[config.mk]
export PLATFORM = sky130hd
export DESIGN_NAME = peripheral_mpram_1r1w_arbiter
export DESIGN_NICKNAME = d
export VERILOG_FILES = /design/src/rtl/peripheral_mpram_pkg.sv /design/src/rtl/peripheral_mpram_rr_arbiter.sv /design/src/rtl/peripheral_mpram_1r1w_arbiter.sv
export SDC_FILE = /design/constraint.sdc
export NUM_CORES = 1
export LEC_CHECK = 0
export BUFFER_PORTS_ARGS = -buffer_cell sky130_fd_sc_hd__buf_2
export CAP_MARGIN = 20
export CORE_AREA = 2 2 143 145
export CTS_BUF_LIST = sky130_fd_sc_hd__clkbuf_4 sky130_fd_sc_hd__clkbuf_8
export DETAILED_ROUTE_END_ITERATION = 10
export DIE_AREA = 0 0 145 147
export SYNTH_ARGS = -nofsm -noshare
export SYNTH_HDL_FRONTEND = slang
export SYNTH_SLANG_ARGS = --single-unit
[constraint.sdc]
create_clock -name clk_i -period 6.88 [get_ports clk_i]
set_clock_uncertainty 0.1 [all_clocks]
set_input_delay 0.688 -clock clk_i [delete_from_list [all_inputs] [get_ports clk_i]]
set_output_delay 0.688 -clock clk_i [all_outputs]
set_load 0.05 [all_outputs]
[src/rtl/peripheral_mpram_pkg.sv]
// Shared defaults and sizing helpers for the MPRAM requester arbiter.
package peripheral_mpram_pkg;

  localparam int unsigned NReqDefault  = 4;
  localparam int unsigned ABitsDefault = 10;
  localparam int unsigned DBitsDefault = 32;

  function automatic int unsigned calc_bebits(input int unsigned dbits);
    return (dbits + 7) / 8;
  endfunction

  // A single requester still gets a 1-bit pointer so the register is never zero-width.
  function automatic int unsigned calc_ptr_width(input int unsigned nreq);
    return (nreq <= 1) ? 1 : $clog2(nreq);
  endfunction

endpackage

[src/rtl/peripheral_mpram_rr_arbiter.sv]
// Round-robin arbiter: grants the first request at or above the pointer, wrapping at NREQ-1.
module peripheral_mpram_rr_arbiter
  import peripheral_mpram_pkg::*;
#(
  parameter int unsigned NREQ = NReqDefault
) (
  input  logic            clk_i,
  input  logic            rst_ni,
  input  logic [NREQ-1:0] req_i,
  output logic [NREQ-1:0] gnt_o
);

  localparam int unsigned PtrW = calc_ptr_width(NREQ);

  logic [PtrW-1:0] ptr_q, ptr_d;
  logic [NREQ-1:0] gnt;
  logic            found;
  int unsigned     idx;

  always_comb begin
    gnt   = '0;
    found = 1'b0;
    idx   = 0;
    ptr_d = ptr_q;
    for (int unsigned i = 0; i < NREQ; i++) begin
      idx = int'(ptr_q) + i;
      if (idx >= NREQ) idx = idx - NREQ;
      if (!found && req_i[idx]) begin
        found    = 1'b1;
        gnt[idx] = 1'b1;
        // Explicit modulo keeps non-power-of-two NREQ from walking into unused codes.
        ptr_d    = PtrW'((idx + 1) % NREQ);
      end
    end
  end

  assign gnt_o = rst_ni ? gnt : '0;

  always_ff @(posedge clk_i or negedge rst_ni) begin
    if (!rst_ni) begin
      ptr_q <= '0;
    end else begin
      ptr_q <= ptr_d;
    end
  end

endmodule

[src/rtl/peripheral_mpram_1r1w_arbiter.sv]
// Shares one 1R1W memory between NREQ requesters with independent read/write round-robin.
module peripheral_mpram_1r1w_arbiter
  import peripheral_mpram_pkg::*;
#(
  parameter  int unsigned NREQ   = NReqDefault,
  parameter  int unsigned ABITS  = ABitsDefault,
  parameter  int unsigned DBITS  = DBitsDefault,
  localparam int unsigned BEBITS = calc_bebits(DBITS)
) (
  input  logic                   clk_i,
  input  logic                   rst_ni,
  input  logic [NREQ-1:0]        wreq_i,
  output logic [NREQ-1:0]        wready_o,
  input  logic [NREQ*ABITS-1:0]  waddr_i,
  input  logic [NREQ*DBITS-1:0]  wdata_i,
  input  logic [NREQ*BEBITS-1:0] wbe_i,
  input  logic [NREQ-1:0]        rreq_i,
  output logic [NREQ-1:0]        rready_o,
  input  logic [NREQ*ABITS-1:0]  raddr_i,
  output logic [NREQ-1:0]        rvalid_o,
  output logic [DBITS-1:0]       rdata_o,
  output logic                   mem_we_o,
  output logic [ABITS-1:0]       mem_waddr_o,
  output logic [DBITS-1:0]       mem_din_o,
  output logic [BEBITS-1:0]      mem_be_o,
  output logic [ABITS-1:0]       mem_raddr_o,
  input  logic [DBITS-1:0]       mem_dout_i
);

  logic [NREQ-1:0] wgnt, rgnt;
  logic [NREQ-1:0] rvalid_q, rvalid_d;

  peripheral_mpram_rr_arbiter #(
    .NREQ(NREQ)
  ) u_warb (
    .clk_i (clk_i),
    .rst_ni(rst_ni),
    .req_i (wreq_i),
    .gnt_o (wgnt)
  );

  peripheral_mpram_rr_arbiter #(
    .NREQ(NREQ)
  ) u_rarb (
    .clk_i (clk_i),
    .rst_ni(rst_ni),
    .req_i (rreq_i),
    .gnt_o (rgnt)
  );

  assign wready_o = wgnt;
  assign rready_o = rgnt;
  assign mem_we_o = |wgnt;

  // Grants are one-hot, so a priority-free select is sufficient; idle drives zeros.
  always_comb begin
    mem_waddr_o = '0;
    mem_din_o   = '0;
    mem_be_o    = '0;
    mem_raddr_o = '0;
    for (int unsigned k = 0; k < NREQ; k++) begin
      if (wgnt[k]) begin
        mem_waddr_o = waddr_i[k*ABITS +: ABITS];
        mem_din_o   = wdata_i[k*DBITS +: DBITS];
        mem_be_o    = wbe_i[k*BEBITS +: BEBITS];
      end
      if (rgnt[k]) begin
        mem_raddr_o = raddr_i[k*ABITS +: ABITS];
      end
    end
  end

  assign rvalid_d = rgnt;

  always_ff @(posedge clk_i or negedge rst_ni) begin
    if (!rst_ni) begin
      rvalid_q <= '0;
    end else begin
      rvalid_q <= rvalid_d;
    end
  end

  assign rvalid_o = rvalid_q;
  assign rdata_o  = mem_dout_i;

endmodule

**Word level (Yosys, flattened, before mapping)**

Index checks and enable logic that the tools add are counted.

- Bits in registers: 8
- Output and inout port bits: 101
- Logic and storage cells: 158

- Add/sub/neg operators: 22
- $lt $le $gt $ge: 24
- Muxes and demuxes: 80
- Bitwise gates (word level): 6
- Reductions and logical operators: 23

Operators by type and width:

| operator | count |
|---|---|
| $mux 32 | 12 |
| $ge 32x1->1 const B | 8 |
| $lt 32x3->1 const B | 8 |
| $ge 32x3->1 const B | 6 |
| $sub 32x3->32 const B | 6 |
| $mux 10 | 8 |
| $mux 4 | 14 |
| $or 4x4->4 | 6 |
| $mux 1 | 22 |
| $add 2x1->2 const B | 8 |
| $bmux 1 s2 | 8 |
| $demux 1 s2 | 8 |
| $mux 2 | 8 |
| $logic_and 1x1->1 | 14 |
| $add 2x2->3 const B | 4 |
| $reduce_bool 4->1 | 2 |
| $sub 2x3->4 const B | 2 |
| $add 2x1->3 const B | 2 |
| $ge 2x3->1 const B | 2 |
| $logic_not 1->1 | 6 |
| $reduce_or 4->1 | 1 |

**Logic depth before layout (Yosys ltp)**

- Depth after elaboration: 19
- Mapped depth: 14
- Depth with buffers taken out: 9

**Modules after synthesis**

Synthesis repeated with hierarchy kept, for this count alone.

- Cell total of the unflattened synthesis: 366
- Area total of the unflattened synthesis: 2762.6 um2

Modules (own cells, without submodules):

| module | times used | cells an instance | area an instance (um2) | sequential area each (um2) |
|---|---|---|---|---|
| peripheral_mpram_1r1w_arbiter | 1 | 244 | 1661.6 | 100.1 |
| peripheral_mpram_rr_arbiter | 2 | 61 | 550.5 | 50.0 |

**Worst setup path before layout**

No wires, ideal clock.

- Kind: register to output
- Start point: register u_rarb.ptr_q[0]
- End point: output mem_raddr_o[0]
- Arrival time: 4.567 ns
- Data required time: 6.092 ns
- Slack: 1.525 ns
- Cell stages (with the launch flop): 13
- Cells stage by stage: dfrtp_1 > clkbuf_1 > clkbuf_1 > inv_1 > ha_1 > clkbuf_1 > mux4_2 > nor2b_1 > nand4_1 > o221ai_1 > buf_2 > a32oi_1 > a221oi_1

- Word-level cells in the longest chain between the ends: 19

RTL lines:

| what | RTL line | source |
|---|---|---|
| start, declared | peripheral_mpram_rr_arbiter.sv:15 | `logic [PtrW-1:0] ptr_q, ptr_d;` |
| start signal, assigned | peripheral_mpram_rr_arbiter.sv:43 | `ptr_q <= ptr_d;` |
| branches (longest 13 deep; another with $sub 32x3->32) | n/a |  |
| $mux 4 * | peripheral_mpram_rr_arbiter.sv:28 | `if (!found && req_i[idx]) begin` |
| $mux 4 * | peripheral_mpram_rr_arbiter.sv:37 | `assign gnt_o = rst_ni ? gnt : '0;` |
| via rready_o[0] | peripheral_mpram_1r1w_arbiter.sv:18 | `output logic [NREQ-1:0] rready_o,` |
| $mux 10 * (4 in series) | peripheral_mpram_1r1w_arbiter.sv:67 | `if (rgnt[k]) begin` |
| end, declared | peripheral_mpram_1r1w_arbiter.sv:26 | `output logic [ABITS-1:0] mem_raddr_o,` |

Mark *: on every way through the listed nets, which the timed path passes. The select of a mux whose other input is x is not followed.

**Worst setup path after layout**

- Start point: register u_warb.ptr_q[0]
- End point: output mem_be_o[1]

- Word-level cells in the longest chain between the ends: 19

RTL lines:

| what | RTL line | source |
|---|---|---|
| start, declared | peripheral_mpram_rr_arbiter.sv:15 |  |
| start signal, assigned | peripheral_mpram_rr_arbiter.sv:43 |  |
| branches (longest 13 deep; another with $sub 32x3->32) | n/a |  |
| $mux 4 * | peripheral_mpram_rr_arbiter.sv:28 |  |
| $mux 4 * | peripheral_mpram_rr_arbiter.sv:37 |  |
| $mux 4 (3 in series) | peripheral_mpram_1r1w_arbiter.sv:62 | `if (wgnt[k]) begin` |
| $mux 4 * | peripheral_mpram_1r1w_arbiter.sv:62 |  |
| end, declared | peripheral_mpram_1r1w_arbiter.sv:25 | `output logic [BEBITS-1:0] mem_be_o,` |

Every way passes the cells marked *. The select of a mux whose other input is x is not followed.

==> run_results.csv <==
group,metric,value,unit
global_routing,grt_util_met2,24.2,%
setup_path,timing_worst_setup_path_type,"flop to output pin",
setup_path,crit_required,6090,ps
setup_path,worst-path-max-fanout,25,
layout,layout.cells.most_common,"sky130_fd_sc_hd__buf_2",
floorplan,placement_rows,52,
layout,num_antenna_cells,0,
global_routing,globalRoute.busiestLayer,"met2",
run,drv.max_cap_violation_count,0,
sta,slew_viol_final,0,
clock_network,ctsHoldBuffers,0,
floorplan,ports_placed_on_the_boundary,367,
global_routing,grt_overflow,0,
yosys,synth_enable_flop_cells,0,
yosys,ys_seq_area_share,6.18,%
floorplan,placeableCoreArea,0.0198,mm2
clock_network,cts.root.buffer_cell,"sky130_fd_sc_hd__clkbuf_8",
setup_path,critical_path.startpoint_type,"flop",
placed_design,dp.final_hpwl,12800,um
floorplan,total_die_area,0.0213,mm2
floorplan,dieHeight,147,um
layout,share_of_final_layout_standard_cells_stronger_than_drive_strength_1,54.2,%
floorplan,die_w,145,um
sta,fin_crit_sh,77.5,%
global_routing,grt_use_total,13.7,%
hold_path,worst_hold_path_type,"primary input to async pin",
yosys,async_flop_share,100,%
yosys,synth_warnings,0,
global_routing,globalRouteMet3Util,2.45,%
sta,hold_violations,0,
yosys,synth.net_count,728,
clock_network,htree_levels,1,
clock_network,cts_tree,"built",
yosys,post_synth_inst_count,454,
detailed_routing,final_antenna_net_count,0,
setup_path,worst_setup_path_startpoint,"u_warb.ptr_q[0]$_DFFE_PN0P_",
yosys,syn-mean-instance-area,7.13,um2
yosys,synth_cell_types,51,
layout,most_used_cells_in_the_layout_excluding_fill_and_tap_cells,"sky130_fd_sc_hd__buf_2, sky130_fd_sc_hd__nand2_1, sky130_fd_sc_hd__nand3_1",
sta,headroom_to_the_max_slew_limit,32.2,%
clock_network,cts.clk_slew.worst_paths,50,ps
global_routing,grt_start_max_net_pins,48,
detailed_routing,wire_per_inst,16.5,um
status,status,"finished clean",
clock_network,cts.path.max_buffers,2,
sta,worst_slew_pin_slew,1020,ps
clock_network,cts-resized-gates,0,
global_routing,vias_in_the_first_global_route,4609,
global_routing,grt_antenna_before_repair,2,
sta,final-setup-viol-count,0,
yosys,synth_flop_cell,"sky130_fd_sc_hd__dfrtp_1",
detailed_routing,detailedRoute.firstPassIterationCount,4,
detailed_routing,route.vias.total,4626,
clock_network,cts.sink_count,8,
setup_path,end_kind,"output pin",
setup_path,timing.critical_path.arrival,4540,ps
sta,timing.fmax,0.188,GHz
detailed_routing,mean_number_of_vias_per_cell,4.84,
sta,timing.setup.tns,0,ps
clock_network,cts.repair_timing.setup_buffer_count,0,
detailed_routing,route.detailed.drc,0,
detailed_routing,first_iteration_detailed_routing_drc_count,266,
global_routing,grt_first_pass_wirelength,24100,um
detailed_routing,wl,15800,um
clock_network,worst_skew_pair.late_latency,230,ps
placed_design,io_buffers,302,
yosys,synth_seq_cells,8,
layout,final_net_count,962,
setup_path,r2r-start,"u_rarb.ptr_q[0]$_DFFE_PN0P_",
global_routing,gr-usage-met1,16.8,%
sta,post-route-min-period,5330,ps
sta,grt_setup_unrepaired,"false",
layout,final_core_area_utilization,24.0,%
yosys,post_synth_instance_area,0.00324,mm2
clock_network,cts_buffers,3,
placed_design,gp_routability_congestion,0.774,
layout,layout-area-overhead-vs-synth,47.1,%
floorplan,floorplan.initialDensity,16.3,%
==> area by class of cell <==
class	instances	area (um2)
Multi-Input combinational cell	351	2550
Sequential cell	8	200
Tap cell	270	338
Timing Repair Buffer	309	1580
Fill cell	2202	15100
Inverter	15	56.3
Clock buffer	3	41.3
==> Yosys cell counts, types with 3 or more instances <==
master / count / area, um2
sky130_fd_sc_hd__clkbuf_1: 30 / 113
sky130_fd_sc_hd__mux2_2: 5 / 56.3
sky130_fd_sc_hd__buf_4: 32 / 240
sky130_fd_sc_hd__o21a_1: 3 / 22.5
sky130_fd_sc_hd__buf_2: 12 / 60.1
sky130_fd_sc_hd__o22ai_1: 9 / 56.3
sky130_fd_sc_hd__ha_1: 8 / 100
sky130_fd_sc_hd__a221o_1: 4 / 40.0
sky130_fd_sc_hd__buf_6: 6 / 67.6
sky130_fd_sc_hd__o21ai_0: 6 / 30.0
sky130_fd_sc_hd__nor2_1: 31 / 116
sky130_fd_sc_hd__a221oi_1: 12 / 105
sky130_fd_sc_hd__nand3b_1: 4 / 30.0
sky130_fd_sc_hd__nand2_1: 56 / 210
sky130_fd_sc_hd__o221ai_1: 5 / 43.8
sky130_fd_sc_hd__inv_1: 15 / 56.3
sky130_fd_sc_hd__a32oi_1: 11 / 96.3
sky130_fd_sc_hd__nor3_1: 4 / 20.0
sky130_fd_sc_hd__nand3_1: 48 / 240
sky130_fd_sc_hd__mux4_2: 7 / 158
sky130_fd_sc_hd__nor3b_1: 3 / 22.5
sky130_fd_sc_hd__a31oi_1: 47 / 294
sky130_fd_sc_hd__a21oi_1: 9 / 45.0
sky130_fd_sc_hd__mux2i_1: 4 / 40.0
sky130_fd_sc_hd__dfrtp_1: 8 / 200
sky130_fd_sc_hd__and2_1: 3 / 18.8
sky130_fd_sc_hd__o22ai_2: 40 / 500
==> logic make-up (layout without fill, tap and decap cells) <==
group           Yosys count  after routing  share of synthesized area (%)
simple gates            160            160                           22.8
compound gates          165            165                           42.9
flops                     8              8                           6.18
buf+inv                  95            327                           16.6
mux                      16             16                           7.84
xor+xnor                  2              2                          0.541
fa+ha+maj                 8              8                           3.09
==> through the flow <==
step                cell area (um2)  hold WS, ps  setup WS, ps  cells
global placement               4700          555          1940    952
floorplan                      3240          292          1520    454
global route                   4760          313          1280    956
CTS                            4740          301          1560    955
finish                         4760          287          1550    956
detailed placement             4700          548          1810    952
==> routing by layer <==
| metal | vias up | part of all wire [%] |
|---|---|---|
| met5 | - | 0 |
| met2 | 275 | 48 |
| li1 | 2186 | - |
| met3 | 28 | 7.4 |
| met4 | 0 | 2.7 |
| met1 | 2137 | 41 |
==> state kept, by name (all words and copies together), names as in the netlist <==
register,flops
u_warb.ptr_q,2
rvalid_o,4
u_rarb.ptr_q,2
==> critical path: stages, from the launching register on <==
cell and delay [ps]:
sky130_fd_sc_hd__dfrtp_1 640, sky130_fd_sc_hd__inv_1 190, sky130_fd_sc_hd__ha_1 490, sky130_fd_sc_hd__mux4_2 460
sky130_fd_sc_hd__or3_4 420, sky130_fd_sc_hd__nor3_1 340, sky130_fd_sc_hd__a221o_2 610, sky130_fd_sc_hd__buf_4 480
sky130_fd_sc_hd__o22ai_2 130, sky130_fd_sc_hd__a31oi_1 210, sky130_fd_sc_hd__buf_2 300
==> path summary, 6_finish.rpt <==
path | end | slack, ps | cells past startpoint
min | u_rarb.ptr_q[1]$_DFFE_PN0P_ | 290 | 1
max | mem_be_o[1] | 1550 | 10
max in group asynchronous | u_warb.ptr_q[0]$_DFFE_PN0P_ | 6100 | 1
min in group clk_i | u_warb.ptr_q[1]$_DFFE_PN0P_ | 700 | 2
max reg2reg | rvalid_o[0]$_DFF_PN0_ | 3380 | 6
min reg2reg | u_warb.ptr_q[1]$_DFFE_PN0P_ | 700 | 2
Power is left out: the tool's default activity adds up to more than one toggle a clock period on the data nets, which glitch-free logic cannot reach.
